===== src/rtl/des_pkg.sv =====
// Shared DES key-schedule definitions: PC-1/PC-2 permutation tables,
// the 16-entry per-round left-shift schedule and the FSM state type.
// Table entries use DES numbering: bit 1 is the MSB of the source vector.
package des_pkg;

  // FSM state type; kept as plain constants so older tools see simple vectors
  typedef logic [0:0] state_t;
  localparam state_t ST_IDLE = 1'b0;
  localparam state_t ST_GEN  = 1'b1;

  // PC-1: 64-bit key -> 56-bit C||D (parity bits 8,16,..,64 dropped)
  localparam logic [6:0] PC1_TAB [0:55] = '{
    57, 49, 41, 33, 25, 17,  9,
     1, 58, 50, 42, 34, 26, 18,
    10,  2, 59, 51, 43, 35, 27,
    19, 11,  3, 60, 52, 44, 36,
    63, 55, 47, 39, 31, 23, 15,
     7, 62, 54, 46, 38, 30, 22,
    14,  6, 61, 53, 45, 37, 29,
    21, 13,  5, 28, 20, 12,  4
  };

  // PC-2: 56-bit C||D -> 48-bit round subkey
  localparam logic [5:0] PC2_TAB [0:47] = '{
    14, 17, 11, 24,  1,  5,
     3, 28, 15,  6, 21, 10,
    23, 19, 12,  4, 26,  8,
    16,  7, 27, 20, 13,  2,
    41, 52, 31, 37, 47, 55,
    30, 40, 51, 45, 33, 48,
    44, 49, 39, 56, 34, 53,
    46, 42, 50, 36, 29, 32
  };

  // Left-rotate amount applied to reach round i+1 (index 0 = round 1)
  localparam logic [1:0] SHIFT_SCHED [0:15] = '{
    2'd1, 2'd1, 2'd2, 2'd2, 2'd2, 2'd2, 2'd2, 2'd2,
    2'd1, 2'd2, 2'd2, 2'd2, 2'd2, 2'd2, 2'd2, 2'd1
  };

  // Rotation needed to reach output position pos (0-based).
  // Encrypt walks the schedule forward with left rotates. Decrypt starts at
  // C16/D16 (== C0/D0, the schedule sums to 28) and undoes round 17-j with a
  // right rotate, which is the forward table read back-to-front.
  function automatic logic [1:0] shift_amt(input logic dec, input logic [3:0] pos);
    logic [3:0] mirror;
    mirror = 4'd0 - pos;
    if (!dec)
      shift_amt = SHIFT_SCHED[pos];
    else if (pos == 4'd0)
      shift_amt = 2'd0;
    else
      shift_amt = SHIFT_SCHED[mirror];
  endfunction

endpackage


===== src/rtl/des_pc2.sv =====
// PC-2 compression permutation: 56-bit C||D in, 48-bit round subkey out.
// Purely combinational.
module des_pc2
  import des_pkg::*;
(
  input  logic [1:56] cd,
  output logic [1:48] subkey
);

  // Eight C||D bits are discarded by PC-2 by design
  logic unused_dropped;
  assign unused_dropped = ^{cd[9], cd[18], cd[22], cd[25],
                            cd[35], cd[38], cd[43], cd[54]};

  // Table-driven bit gather
  always_comb begin
    subkey = '0;
    for (int i = 0; i < 48; i++) begin
      subkey[i+1] = cd[PC2_TAB[i]];
    end
  end

endmodule


===== src/rtl/des_key_schedule.sv =====
// DES key schedule generator. Accepts a 64-bit key, then streams the 16
// round subkeys (K1..K16 for encrypt, K16..K1 for decrypt), one per
// handshake. OUT_REG=1 registers oSubkey without adding latency.
// Optional build macro: DES_KEY_SCHED_PARITY_EN enables odd-parity checking
// of every key byte; a bad key pulses oParityErr and is not expanded.
module des_key_schedule
  import des_pkg::*;
#(
  parameter int OUT_REG = 1
) (
  input  logic        clk,
  input  logic        rst,
  input  logic [1:64] iKey,
  input  logic        iDecrypt,
  input  logic        iKeyValid,
  output logic        oKeyReady,
  output logic [1:48] oSubkey,
  output logic        oSubkeyValid,
  input  logic        iSubkeyReady,
  output logic [3:0]  oRound,
  output logic        oLast,
  output logic        oParityErr
);

  // Handshakes: a transfer happens on a rising edge where valid and ready
  // are both high. Valid never depends on ready; while valid is high and
  // ready is low the offered data and its sideband (oRound/oLast) hold.

  state_t      state_q;
  logic [1:28] c_q, d_q, c_nxt, d_nxt;
  logic [1:28] base_c, base_d;
  logic [1:56] pc1_key, pc2_in;
  logic [1:48] pc2_out;
  logic [3:0]  round_q, step_pos;
  logic [1:0]  amt;
  logic        dec_q, step_dec, step_en;
  logic        accept, start, hs, key_bad, par_err_q;

  function automatic logic [1:28] rot_left(input logic [1:28] x, input logic [1:0] n);
    case (n)
      2'd1:    rot_left = {x[2:28], x[1]};
      2'd2:    rot_left = {x[3:28], x[1:2]};
      default: rot_left = x;
    endcase
  endfunction

  function automatic logic [1:28] rot_right(input logic [1:28] x, input logic [1:0] n);
    case (n)
      2'd1:    rot_right = {x[28], x[1:27]};
      2'd2:    rot_right = {x[27:28], x[1:26]};
      default: rot_right = x;
    endcase
  endfunction

  assign oKeyReady    = (state_q == ST_IDLE);
  assign oSubkeyValid = (state_q == ST_GEN);
  assign oRound       = round_q;
  assign oLast        = oSubkeyValid & (round_q == 4'd15);
  assign oParityErr   = par_err_q;
  assign accept       = iKeyValid & oKeyReady;
  assign start        = accept & ~key_bad;
  assign hs           = oSubkeyValid & iSubkeyReady;

  // Parity bits are only consumed by the optional checker
  logic unused_parity;
  assign unused_parity = ^{iKey[8], iKey[16], iKey[24], iKey[32],
                           iKey[40], iKey[48], iKey[56], iKey[64]};

`ifdef DES_KEY_SCHED_PARITY_EN
  // Flag any key byte with even parity
  always_comb begin
    key_bad = 1'b0;
    for (int b = 0; b < 8; b++) begin
      if (^iKey[8*b+1 +: 8] == 1'b0) key_bad = 1'b1;
    end
  end
`else
  assign key_bad = 1'b0;
`endif

  // PC-1 gather of the offered key
  always_comb begin
    pc1_key = '0;
    for (int i = 0; i < 56; i++) begin
      pc1_key[i+1] = iKey[PC1_TAB[i]];
    end
  end

  // Next C/D: load+first rotate on accept, one schedule step per handshake
  always_comb begin
    base_c   = c_q;
    base_d   = d_q;
    step_dec = dec_q;
    step_pos = round_q + 4'd1;
    step_en  = hs & ~oLast;
    if (state_q == ST_IDLE) begin
      base_c   = pc1_key[1:28];
      base_d   = pc1_key[29:56];
      step_dec = iDecrypt;
      step_pos = 4'd0;
      step_en  = start;
    end
    amt   = shift_amt(step_dec, step_pos);
    c_nxt = c_q;
    d_nxt = d_q;
    if (step_en) begin
      if (step_dec) begin
        c_nxt = rot_right(base_c, amt);
        d_nxt = rot_right(base_d, amt);
      end else begin
        c_nxt = rot_left(base_c, amt);
        d_nxt = rot_left(base_d, amt);
      end
    end
  end

  // FSM, round counter, direction latch, C/D state and parity pulse
  always_ff @(posedge clk) begin
    if (rst) begin
      state_q   <= ST_IDLE;
      c_q       <= '0;
      d_q       <= '0;
      round_q   <= 4'd0;
      dec_q     <= 1'b0;
      par_err_q <= 1'b0;
    end else begin
      par_err_q <= accept & key_bad;
      c_q       <= c_nxt;
      d_q       <= d_nxt;
      if (state_q == ST_IDLE) begin
        if (start) begin
          state_q <= ST_GEN;
          round_q <= 4'd0;
          dec_q   <= iDecrypt;
        end
      end else if (hs) begin
        if (round_q == 4'd15) begin
          state_q <= ST_IDLE;
          round_q <= 4'd0;
        end else begin
          round_q <= round_q + 4'd1;
        end
      end
    end
  end

  des_pc2 u_pc2 (
    .cd     (pc2_in),
    .subkey (pc2_out)
  );

  // Registered mode compresses next-state C/D so the flop lines up with the
  // state it describes; combinational mode compresses the current C/D.
  generate
    if (OUT_REG != 0) begin : g_out_reg
      logic [1:48] subkey_q;
      assign pc2_in  = {c_nxt, d_nxt};
      assign oSubkey = subkey_q;
      // Output subkey register
      always_ff @(posedge clk) begin
        if (rst) subkey_q <= '0;
        else     subkey_q <= pc2_out;
      end
    end else begin : g_out_comb
      assign pc2_in  = {c_q, d_q};
      assign oSubkey = pc2_out;
    end
  endgenerate

endmodule


===== config.mk =====
export PLATFORM = sky130hd
export DESIGN_NAME = des_key_schedule
export DESIGN_NICKNAME = d
export VERILOG_FILES = /design/src/rtl/des_pkg.sv /design/src/rtl/des_pc2.sv /design/src/rtl/des_key_schedule.sv
export SDC_FILE = /design/constraint.sdc
export NUM_CORES = 1
export LEC_CHECK = 0
export BUFFER_PORTS_ARGS = -buffer_cell sky130_fd_sc_hd__buf_4
export CAP_MARGIN = 20
export CORE_MARGIN = 2
export CORE_UTILIZATION = 52
export CTS_CLUSTER_SIZE = 16
export DETAILED_ROUTE_END_ITERATION = 10
export MAX_ROUTING_LAYER = met4
export PLACE_DENSITY = 0.79
export SYNTH_ARGS = -nofsm -noshare
export SYNTH_HDL_FRONTEND = slang
export SYNTH_SLANG_ARGS = --single-unit
export TNS_END_PERCENT = 30

===== constraint.sdc =====
create_clock -name clk -period 3.7 [get_ports clk]
set_clock_uncertainty 0.1 [all_clocks]
set_input_delay 0.185 -clock clk [delete_from_list [all_inputs] [get_ports clk]]
set_output_delay 0.185 -clock clk [all_outputs]
set_load 0.02 [all_outputs]

-- Word level (Yosys, flattened, before mapping)
Memory sizes are Yosys's and may differ from the RTL's.
Cells that the tools add are included.
- ROM bits: 64
- input port bits: 69
- memories: 2
- word-level logic and storage cells: 57
- bits in registers: 110
- bitwise gates (word level): 8
- equal/unequal tests: 4
- order comparisons: 2
- reduce and logical (&&, ||, !) cells: 4
- multiplexer cells: 27
- $add $sub $neg: 2
- memories (name ; depth ; width ; read ports ; clocked after Yosys merged registers in ; write ports ; line ; source):
    (no name shown) ; 16 ; 2 ; 1 ; 0 ; 0 ; des_pkg.sv:53 ; shift_amt = SHIFT_SCHED[mirror];
    (no name shown) ; 16 ; 2 ; 1 ; 0 ; 0 ; des_pkg.sv:49 ; shift_amt = SHIFT_SCHED[pos];
- operators with widths (operator ; number):
    $pmux 28 s2 ; 4
    $mux 28 ; 6
    $mux 4 ; 5
    $mux 2 ; 6
    $ge 5x5->1 const B ; 2
    $not 4->5 ; 2
    $mux 1 ; 6
    $add 4x1->4 const B ; 1
    $and 1x1->1 ; 4
    $eq 4x4->1 const B ; 1
    $logic_not 4->1 ; 1
    $reduce_and 2->1 ; 2
    $sub 1x4->4 const A ; 1
    $eq 2x1->1 const B ; 1
    $eq 2x2->1 const B ; 1
    $ne 2x1->1 const B ; 1
    $not 1->1 ; 2
    $reduce_bool 2->1 ; 1

-- Depth between registers and ports, before layout
Gate-level depths: netlist of run 1.
- depth after elaboration: 13
- gate-level depth with buffers: 22
- mapped depth without buffers: 15

-- Hierarchy
A second synthesis of run 1 with hierarchy kept.
- cells, all modules: 1002
- area total of the unflattened synthesis: 8560.7 sq um
- by module, submodules not included (module ; times used ; cells each ; area each (sq um)):
    des_key_schedule ; 1 ; 954 ; 8200.4
    des_pc2 ; 1 ; 48 ; 360.3

-- Worst setup path before layout of run 1
No wires, ideal clock.
- path kind: flip-flop to flip-flop
- from: reg state_q, in the netlist oSubkeyValid
- to: reg c_q[20] in the netlist's numbering
- period minus slack after synthesis: 3.826 ns
- path slack: -0.126 ns
- buffers on the path: 7
- arrival: 3.584 ns
- cell stages (with the launch flop): 20
- cells stage by stage: dfxtp_1 buf_6 buf_12 buf_6 buf_6 buf_2 and2_1 inv_1 ha_1 inv_1 xnor2_1 o221ai_1 a31oi_4 o21a_1 ha_1 clkbuf_1 buf_2 nand3_1 o22ai_1 a211oi_1
- word-level cells in the longest chain between the ends: 12
- elaborated cells between the ends (all ways): 28
- classes of those cells: add/sub: 1; eq/ne: 2; mux: 14; bitwise: 8; reduce/logical: 1; memory: 2
- ends and longest elaborated chain (element ; line ; source):
    start, declared ; des_key_schedule.sv:29 ; state_t state_q;
    start signal, assigned ; des_key_schedule.sv:120 ; state_q <= ST_IDLE;
    start signal, assigned ; des_key_schedule.sv:132 ; state_q <= ST_GEN;
    start signal, assigned ; des_key_schedule.sv:138 ; state_q <= ST_IDLE;
    $mux 4 ; des_key_schedule.sv:96 ; if (state_q == ST_IDLE) begin
    $sub 1x4->4 ; des_pkg.sv:47 ; mirror = 4'd0 - pos;
    $not 4->5 (implied by the code) ; des_pkg.sv:53 ;
    $mem_v2 16x2 ; n/a ;
    $mux 2 (implied by the code) (2 in series) ; des_pkg.sv:53 ;
    $mux 2 ; des_pkg.sv:50 ; else if (pos == 4'd0)
    $mux 2 ; des_pkg.sv:48 ; if (!dec)
    $eq 2x2->1 or $eq 2x1->1 (tied branches) ; des_key_schedule.sv:40, des_key_schedule.sv:48 ;
    $pmux 28 s2 (on tied branches) ; des_key_schedule.sv:40, des_key_schedule.sv:48 ;
    $mux 28 ; des_key_schedule.sv:107 ; if (step_dec) begin
    $mux 28 * ; des_key_schedule.sv:106 ; if (step_en) begin
    end signal, assigned ; des_key_schedule.sv:128 ; c_q <= c_nxt;
    end, declared ; des_key_schedule.sv:30 ; logic [1:28] c_q, d_q, c_nxt, d_nxt;
Mark *: on every way between the ends. The rest lies on a longest branch, timed or not. The select of a mux whose other input is x is not followed.
A chain may end at the register's enable or synchronous reset.

-- Final worst setup path of run 1
- from: reg round_q[1], in the netlist oRound[1]
- to: reg d_q[5] in the netlist's numbering
- word-level cells in the longest chain between the ends: 13
- elaborated cells between the ends (all ways): 25
- classes of those cells: add/sub: 2; eq/ne: 3; mux: 12; bitwise: 5; reduce/logical: 1; memory: 2
- ends and longest elaborated chain (element ; line ; source):
    start, declared ; des_key_schedule.sv:34 ; logic [3:0] round_q, step_pos;
    start signal, assigned ; des_key_schedule.sv:141 ; round_q <= round_q + 4'd1;
    $add 4x1->4 ; des_key_schedule.sv:94 ; step_pos = round_q + 4'd1;
    $mux 4 ; des_key_schedule.sv:96 ;
    $sub 1x4->4 ; des_pkg.sv:47 ;
    $not 4->5 (implied by the code) ; des_pkg.sv:53 ;
    $mem_v2 16x2 ; n/a ;
    $mux 2 (implied by the code) (2 in series) ; des_pkg.sv:53 ;
    $mux 2 ; des_pkg.sv:50 ;
    $mux 2 ; des_pkg.sv:48 ;
    $eq 2x2->1 or $eq 2x1->1 (tied branches) ; des_key_schedule.sv:40, des_key_schedule.sv:48 ;
    $pmux 28 s2 (on tied branches) ; des_key_schedule.sv:40, des_key_schedule.sv:48 ;
    $mux 28 ; des_key_schedule.sv:107 ;
    $mux 28 * ; des_key_schedule.sv:106 ;
    end signal, assigned ; des_key_schedule.sv:129 ; d_q <= d_nxt;
    end, declared ; des_key_schedule.sv:30 ;
Marked as above.

==> metrics.log, run 1 <==
INFO  metric cts_inserted_buffers = 9
INFO  metric cp-end-kind = register
INFO  metric die-width = 116 um
INFO  metric fp.dieArea = between 10000 and 15000 um2
INFO  metric grt_pass1_vias = about 6200
INFO  metric cts_max_path_buffers = 2
INFO  metric initial_utilization = 53.7%
INFO  metric flow.area_growth_from_synthesis = 13.4%
INFO  metric count_of_state_elements_after_synthesis = between 60 and 70
INFO  metric globalRouteOverflowTotal = 0
INFO  metric tritoncts_clock_tree = done
INFO  metric timing.critical_path.from_type = register
INFO  metric synthesis.area = 6530 um2
INFO  metric timing.setup.critical_path_class = reg2reg
INFO  metric drt_wl_total = ~21000 um
INFO  metric timing_max_transition_violations_final = 0
INFO  metric final_hold_vio_count = 0
INFO  metric yosys_most_used_dff = dfxtp_1
INFO  metric req_time_crit_path = about 3900 ps
INFO  metric synthesis.nets = between 900 and 1000
INFO  metric antenna_found_initial = 0
INFO  metric reg2reg_path_depth = 16
INFO  metric detailedRoute.firstPassIterationCount = 9
INFO  metric track_usage = 30.7%
INFO  metric setup_repair_after_global_routing_missed_its_margin = yes
INFO  metric rrSetupSlack = roughly 190 ps
INFO  metric post_cts_resized = 0
INFO  metric drt_first_iter_violations = about 1100
INFO  metric post_drt_wl_per_cell = approximately 20 um
INFO  metric clkLatencyLatePin = approximately 350 ps
INFO  metric timing.rr.start = oRound[1]
INFO  metric static_leakage = 2.92 nW
INFO  metric antenna_left = 0
INFO  metric insertedDiodeCount = 0
INFO  metric gp_congestion = 0.926
INFO  metric drc = 0
INFO  metric worstHoldPathType = in2reg
INFO  metric setup_violations = 0
INFO  metric clock.fmax = around 0.29 GHz
INFO  metric synth-seq-area-share = 19.0%
INFO  metric power.ir.vdd_worst = approximately 0.00033 V
INFO  metric run_status = complete, no violations
INFO  metric rows = 40
INFO  metric grt_max_degree = 65
INFO  metric most-common-layout-cells = nand2_1, buf_4, a21oi_1, a22oi_1, dfxtp_1
INFO  metric crit-reg2reg-capture = d_q[5]
INFO  metric slew_headroom = between 30% and 40%
INFO  metric ys_types = between 60 and 70
INFO  metric finalCritPeriodShare = between 90% and 100%
INFO  metric synth_warnings = 0
INFO  metric synth_enable_flop_cells = 0
INFO  metric grt_pass1_wl = 31900 um
INFO  metric dieHeight = about 120 um
INFO  metric cts.hold.buffers_added = 0
INFO  metric num-fill-cells = ~1100
INFO  metric maxCapViolations = 0
INFO  metric cts-htree-levels = 3
INFO  metric finalCoreUtilization = 60.9%
INFO  metric clock-root-buffer = clkbuf_16
INFO  metric dp_worst_setup_slack = about 200 ps
INFO  metric cp_data_arrival_time = ~3700 ps
INFO  metric worstMarginPinSlew = around 920 ps
INFO  metric postSynth.asyncResetShare = 0%
INFO  metric drt-vias-per-instance = between 6 and 7
INFO  metric route.vias.total = approximately 7000
INFO  metric nNetsFinal = around 970
INFO  metric floorplan.io_pins = approximately 130
INFO  metric numPortBuffers = approximately 120
INFO  metric place.detailed.hpwl = 13400 um
INFO  metric numClockSinks = 62
INFO  metric synth.avg_cell_area = around 7.5 um2
INFO  metric setup.worst_path.end = d_q[5]
INFO  metric postLayoutSetupSlackWorst = ~190 ps
INFO  metric placeableCoreArea = roughly 12000 um2
INFO  metric worstSetupStartpoint = oRound[1]
INFO  metric layout.cells.most_common = nand2_1
INFO  metric clkTransAtPathRegs = around 50 ps
INFO  metric finalWorstPathRequiredPeriod = approximately 3500 ps
INFO  metric powerDensity = 419 nW/um2
INFO  metric share_of_cells_above_drive_strength_1 = 28.6%
INFO  metric path_max_fanout = 10
INFO  metric cts.repair_timing.setup_buffer_count = 0
INFO  metric netlist_instances = a little under 900
==> cells by family after synthesis <==
logic type	synth area share [%]
AOI/OAI and AO/OA	36.1
and+or+nand+nor	19.4
buffers and inverters	13.8
adders and majority gates	0.957
other	0.0574
muxes	10.2
DFF	19.0
xor gates and xnor gates	0.402
==> worst max-delay path, stage by stage (launching register included) <==
cell and delay [ps]:
dfxtp_1 380, ha_1 270, and2_1 200, inv_1 60, ha_1 160, inv_1 70
xnor2_1 190, o221ai_2 140, a31oi_4 240, and3_1 240, ha_4 240, buf_4 200
nand2_1 90, a22oi_1 300, a21oi_1 100, or3_1 360, o21ai_1 90
==> worst min path at each step <==
stage,from,end,depth (start not counted)
after floorplan,iKeyValid,oSubkeyValid,2
after global placement,iKeyValid,oSubkeyValid,3
after detailed placement,iKeyValid,oSubkeyValid,3
after CTS,iKeyValid,oSubkeyValid,3
after global routing,iKeyValid,oSubkeyValid,3
final,iKeyValid,oSubkeyValid,3
==> where the power goes <==
group / total [W] / leakage [nW] / internal [W] / switching [W]
logic: 0.00142 / 2.26 / 0.000589 / 0.000832
registers: 0.000835 / 0.513 / 0.000750 / 0.0000845
clock network: 0.000847 / 0.142 / 0.000524 / 0.000323
==> state kept, by name, indices dropped and copies added (netlist names) <==
| signal | flops |
|---|---|
| oSubkey | 2 |
| d_q | 27 |
| dec_q | 1 |
| c_q | 27 |
| oRound | 4 |
| oSubkeyValid | 1 |
==> synth_stat cells (all sizes together) (2+ instances only) <==
master / instances / area [um2]
o311a: 2 / 20.0
o31a: 28 / 245
o211a: 2 / 20.0
nor3: 34 / 250
nand2b: 6 / 37.5
mux2: 49 / 559
nand2: 135 / 507
o22ai: 39 / 244
buf: 106 / 784
ha: 5 / 62.6
a221oi: 2 / 23.8
nor2b: 4 / 37.5
a21oi: 117 / 597
a31oi: 5 / 61.3
a22o: 2 / 17.5
xnor2: 2 / 17.5
clkbuf: 25 / 93.8
nand3: 8 / 45.0
a211oi: 24 / 215
a22oi: 86 / 706
inv: 7 / 26.3
mux2i: 9 / 106
nor2: 54 / 208
o221ai: 2 / 17.5
nand3b: 2 / 15.0
o211ai: 2 / 15.0
dfxtp: 62 / 1240
a21boi: 5 / 37.5
or3: 12 / 75.1
o21ai: 12 / 60.1
and3: 7 / 48.8
and2: 2 / 15.0
o31ai: 2 / 15.0
==> layout make-up <==
class,count,area [um2],share of cell area [%]
Multi-Input combinational cell,672,4430,59.8
Sequential cell,62,1240,16.8
Clock buffer,15,288,3.88
Inverter,7,26.3,0.355
Timing Repair Buffer,142,1210,16.3
Tap cell,168,210,2.84
==> metrics by stage <==
stage                     total power (W)  hold WS, ps  std cells  setup TNS (ps)  instance area, um2
after floorplan                   0.00188          238        872               0                6540
after global placement            0.00218          356       1048               0                7010
after detailed placement          0.00219          365       1048               0                7010
after CTS                         0.00304         10.0       1063               0                7300
after global routing              0.00324         48.2       1066           -29.3                7410
final                             0.00310         17.3       1066               0                7410
==> per-layer routing <==
metal  track usage [%]  share of wire [%]
met1              40.2                 40
met2              48.0                 45
met3              5.86                 11
met4              10.0                3.4
met5                 -                  0
(Power assumes the default switching activity.)
==> run 2, diff against run 1 <==
CORE_ASPECT_RATIO = 0.75   (was not set)
TNS_END_PERCENT = 5   (was 30)
==> run 2 against run 1 <==
  * Die area about the same
  * Critical path type unchanged
  * Sequential cell count stayed put
  * Hold slack improved by 17 ps
  * Critical path depth unchanged
  * Register-to-register slack lost 60 ps
  * Total power fell by 1.3%
  * Highest routed layer unchanged
  * Final area down 0.76%
  * Non-clock buffer count stayed put
  * Sequential power hardly changed
  * Utilization down 0.96 points
  * Largest cell class unchanged
==> metrics.log, run 2 (same netlist as run 1, synthesis figures left out) <==
INFO  metric drt_first_iter_violations = roughly 1100
INFO  metric gp_congestion = 0.986
INFO  metric placeableCoreArea = 12300 um2
INFO  metric cts.repair_timing.setup_buffer_count = 0
INFO  metric initial_utilization = 53.3%
INFO  metric post-place-cells = 1048
INFO  metric area_of_the_multi_input_gates = 4440 um2
INFO  metric cts-htree-levels = 3
INFO  metric grt_pass1_wl = between 30000 and 40000 um
INFO  metric req_time_crit_path = roughly 3900 ps
INFO  metric clkLatencyLatePin = between 300 and 400 ps
INFO  metric reg2reg_path_depth = 16
INFO  metric tritoncts_clock_tree = done
INFO  metric setup_violations = 0
INFO  metric hold-path-cell-count = 3
INFO  metric grt_max_degree = 65
INFO  metric post_drt_wl_per_cell = 19.7 um
INFO  metric clock-root-buffer = clkbuf_16
INFO  metric cp_data_arrival_time = around 3700 ps
INFO  metric ff_latch_area = between 1000 and 1500 um2
INFO  metric drt_wl_total = about 21000 um
INFO  metric p_comb_share = a little under half
INFO  metric power.ir.vdd_worst = about 0.00024 V
INFO  metric cts_inserted_buffers = 9
INFO  metric floorplan.io_pins = 125
INFO  metric power_frac_seq = between 20% and 30%
INFO  metric cts.hold.buffers_added = 0
INFO  metric placed_area = around 7000 um2
INFO  metric numClockSinks = between 60 and 70
INFO  metric powerDensity = 416 nW/um2
INFO  metric worstMarginPinSlew = 920 ps
INFO  metric final_hold_vio_count = 0
INFO  metric layout_cell_area_excl_fill = 7350 um2
INFO  metric path_max_fanout = 19
INFO  metric insertedDiodeCount = 0
INFO  metric maxCapViolations = 0
INFO  metric numPortBuffers = about 120
INFO  metric clkTransAtPathRegs = about 60 ps
INFO  metric track_usage = between 30 and 40%
INFO  metric setup_repair_after_global_routing_missed_its_margin = yes
INFO  metric timing.hold.worst_endpoint = oSubkeyValid
INFO  metric run_status = complete, no violations
INFO  metric finalCritPeriodShare = a little over nine tenths
INFO  metric final-instance-count-excl-fill = about 1100
INFO  metric critical_path.max_stage_delay = approximately 360 ps
INFO  metric switching_share = 40.8%
INFO  metric finalWorstPathRequiredPeriod = between 3000 and 4000 ps
INFO  metric flow.area_growth_from_synthesis = 12.6%
INFO  metric cts_max_path_buffers = 2
INFO  metric nNetsFinal = just under 1000
INFO  metric fp.dieArea = 13500 um2
INFO  metric layout.cells.most_common = nand2_1
INFO  metric globalRouteOverflowTotal = 0
INFO  metric final.hold.worst_slack = roughly 34 ps
INFO  metric share_of_cells_above_drive_strength_1 = 28.8%
INFO  metric worst_path_max_delay_cell = or3_1
INFO  metric drt-vias-per-instance = about 6.6
INFO  metric route.vias.total = between 7000 and 8000
INFO  metric slew_headroom = a little under 40%
INFO  metric most-common-layout-cells = nand2_1, buf_4, a21oi_1, a22oi_1, dfxtp_1
INFO  metric detailedRoute.firstPassIterationCount = 7
INFO  metric die-width = between 100 and 150 um
INFO  metric buffers_inverters_on_critical_path = 3
INFO  metric internal-power = 0.00181 W
INFO  metric place.detailed.hpwl = approximately 14000 um
INFO  metric cell_family_contributing_the_most_delay_on_the_critical_path = compound AO/OA/AOI/OAI gates
INFO  metric timing.setup.critical_path_class = reg2reg
INFO  metric crit-reg2reg-capture = d_q[28]
INFO  metric grt_pass1_vias = 6176
INFO  metric antenna_found_initial = 0
INFO  metric num-fill-cells = ~1100
INFO  metric cp-end-kind = register
INFO  metric rows = 35
INFO  metric min-delay-start = iKeyValid
INFO  metric dieHeight = 101 um
INFO  metric setup_tns = 0 ps
INFO  metric rrSetupSlack = about 140 ps
INFO  metric static_leakage = ~2.9 nW
INFO  metric antenna_left = 0
INFO  metric timing.rr.start = oRound[0]
INFO  metric worstHoldPathType = in2reg
INFO  metric drc = 0
INFO  metric p_sw = around 0.0012 W
INFO  metric clock.fmax = 0.281 GHz
INFO  metric timing.critical_path.from_type = register
INFO  metric clockPowerShare = approximately a quarter
INFO  metric timing_max_transition_violations_final = 0
INFO  metric series_of_cell_instances_along_the_critical_path = ha_1 > and2_1 > inv_1 > ha_1 > inv_1 > xnor2_1 > o221ai_1 > a31oi_4 > and3_1 > ha_4 > buf_6 > nand2_1 > a22oi_2 > o22ai_1 > or3_1 > a211oi_2
## run 2: changes by cell type in the layout (fill, tap and decap cells not counted), moves of 2 or more
cell	delta
buf_4	+2
clkbuf_8	-2
a22oi_1	-3
a22oi_2	+3
## run 2: layer usage
layer	GRT usage (%)	share of wire, %	vias up
met5	-	0	-
met4	9.25	1.7	0
met3	6.64	13	50
met2	44.1	43	491
met1	44.3	42	3258
li1	-	-	3242
## run 2: how the worst max path moves through the flow
stage | endpoint | slack, ps | start | depth (start not counted)
finish | d_q[28] | 140 | oRound[0] | 16
global route | d_q[28] | -40 | oRound[0] | 16
CTS | d_q[28] | 90 | oRound[0] | 16
floorplan | c_q[9] | -90 | oSubkeyValid | 21
detailed placement | d_q[28] | 140 | oRound[0] | 16
global placement | d_q[28] | 210 | oRound[0] | 16
## run 2: repair_timing
item	CTS	global route
hold endpoints to repair	0	0
endpoints found under the setup margin	0	33
gates resized for setup	0	9
## run 2: area by class of cell
class                      instances  share of cell area (%)
timing repair buffer             142                    15.8
clock inverter                     1                  0.0681
clock buffer                      14                    3.59
inverter                           7                   0.357
tap                              166                    2.82
sequential                        62                    16.9
multi-input combinational        672                    60.4
## run 2: worst min-delay path: cells and delay by family
kind	cells	cell delay (ps)
compound gates	1	80
buf+inv	1	110
simple gates	1	70
## run 2: power groups by stage
stage	logic (W)	clock network [W]	registers [W]
after floorplan	0.00107	0	0.000818
after global placement	0.00133	0	0.000840
after detailed placement	0.00135	0	0.000842
after CTS	0.00136	0.000809	0.000829
after global routing	0.00152	0.000843	0.000846
final	0.00141	0.000813	0.000833
## run 2: metrics by stage
stage | total power (W) | setup WS [ps] | util [%]
floorplan | 0.00188 | -89.4 | -
global placement | 0.00217 | 206 | 57.2
detailed placement | 0.00219 | 140 | 57.2
CTS | 0.00300 | 93.1 | 59.4
global route | 0.00321 | -40.3 | 60.0
finish | 0.00306 | 139 | 60.0
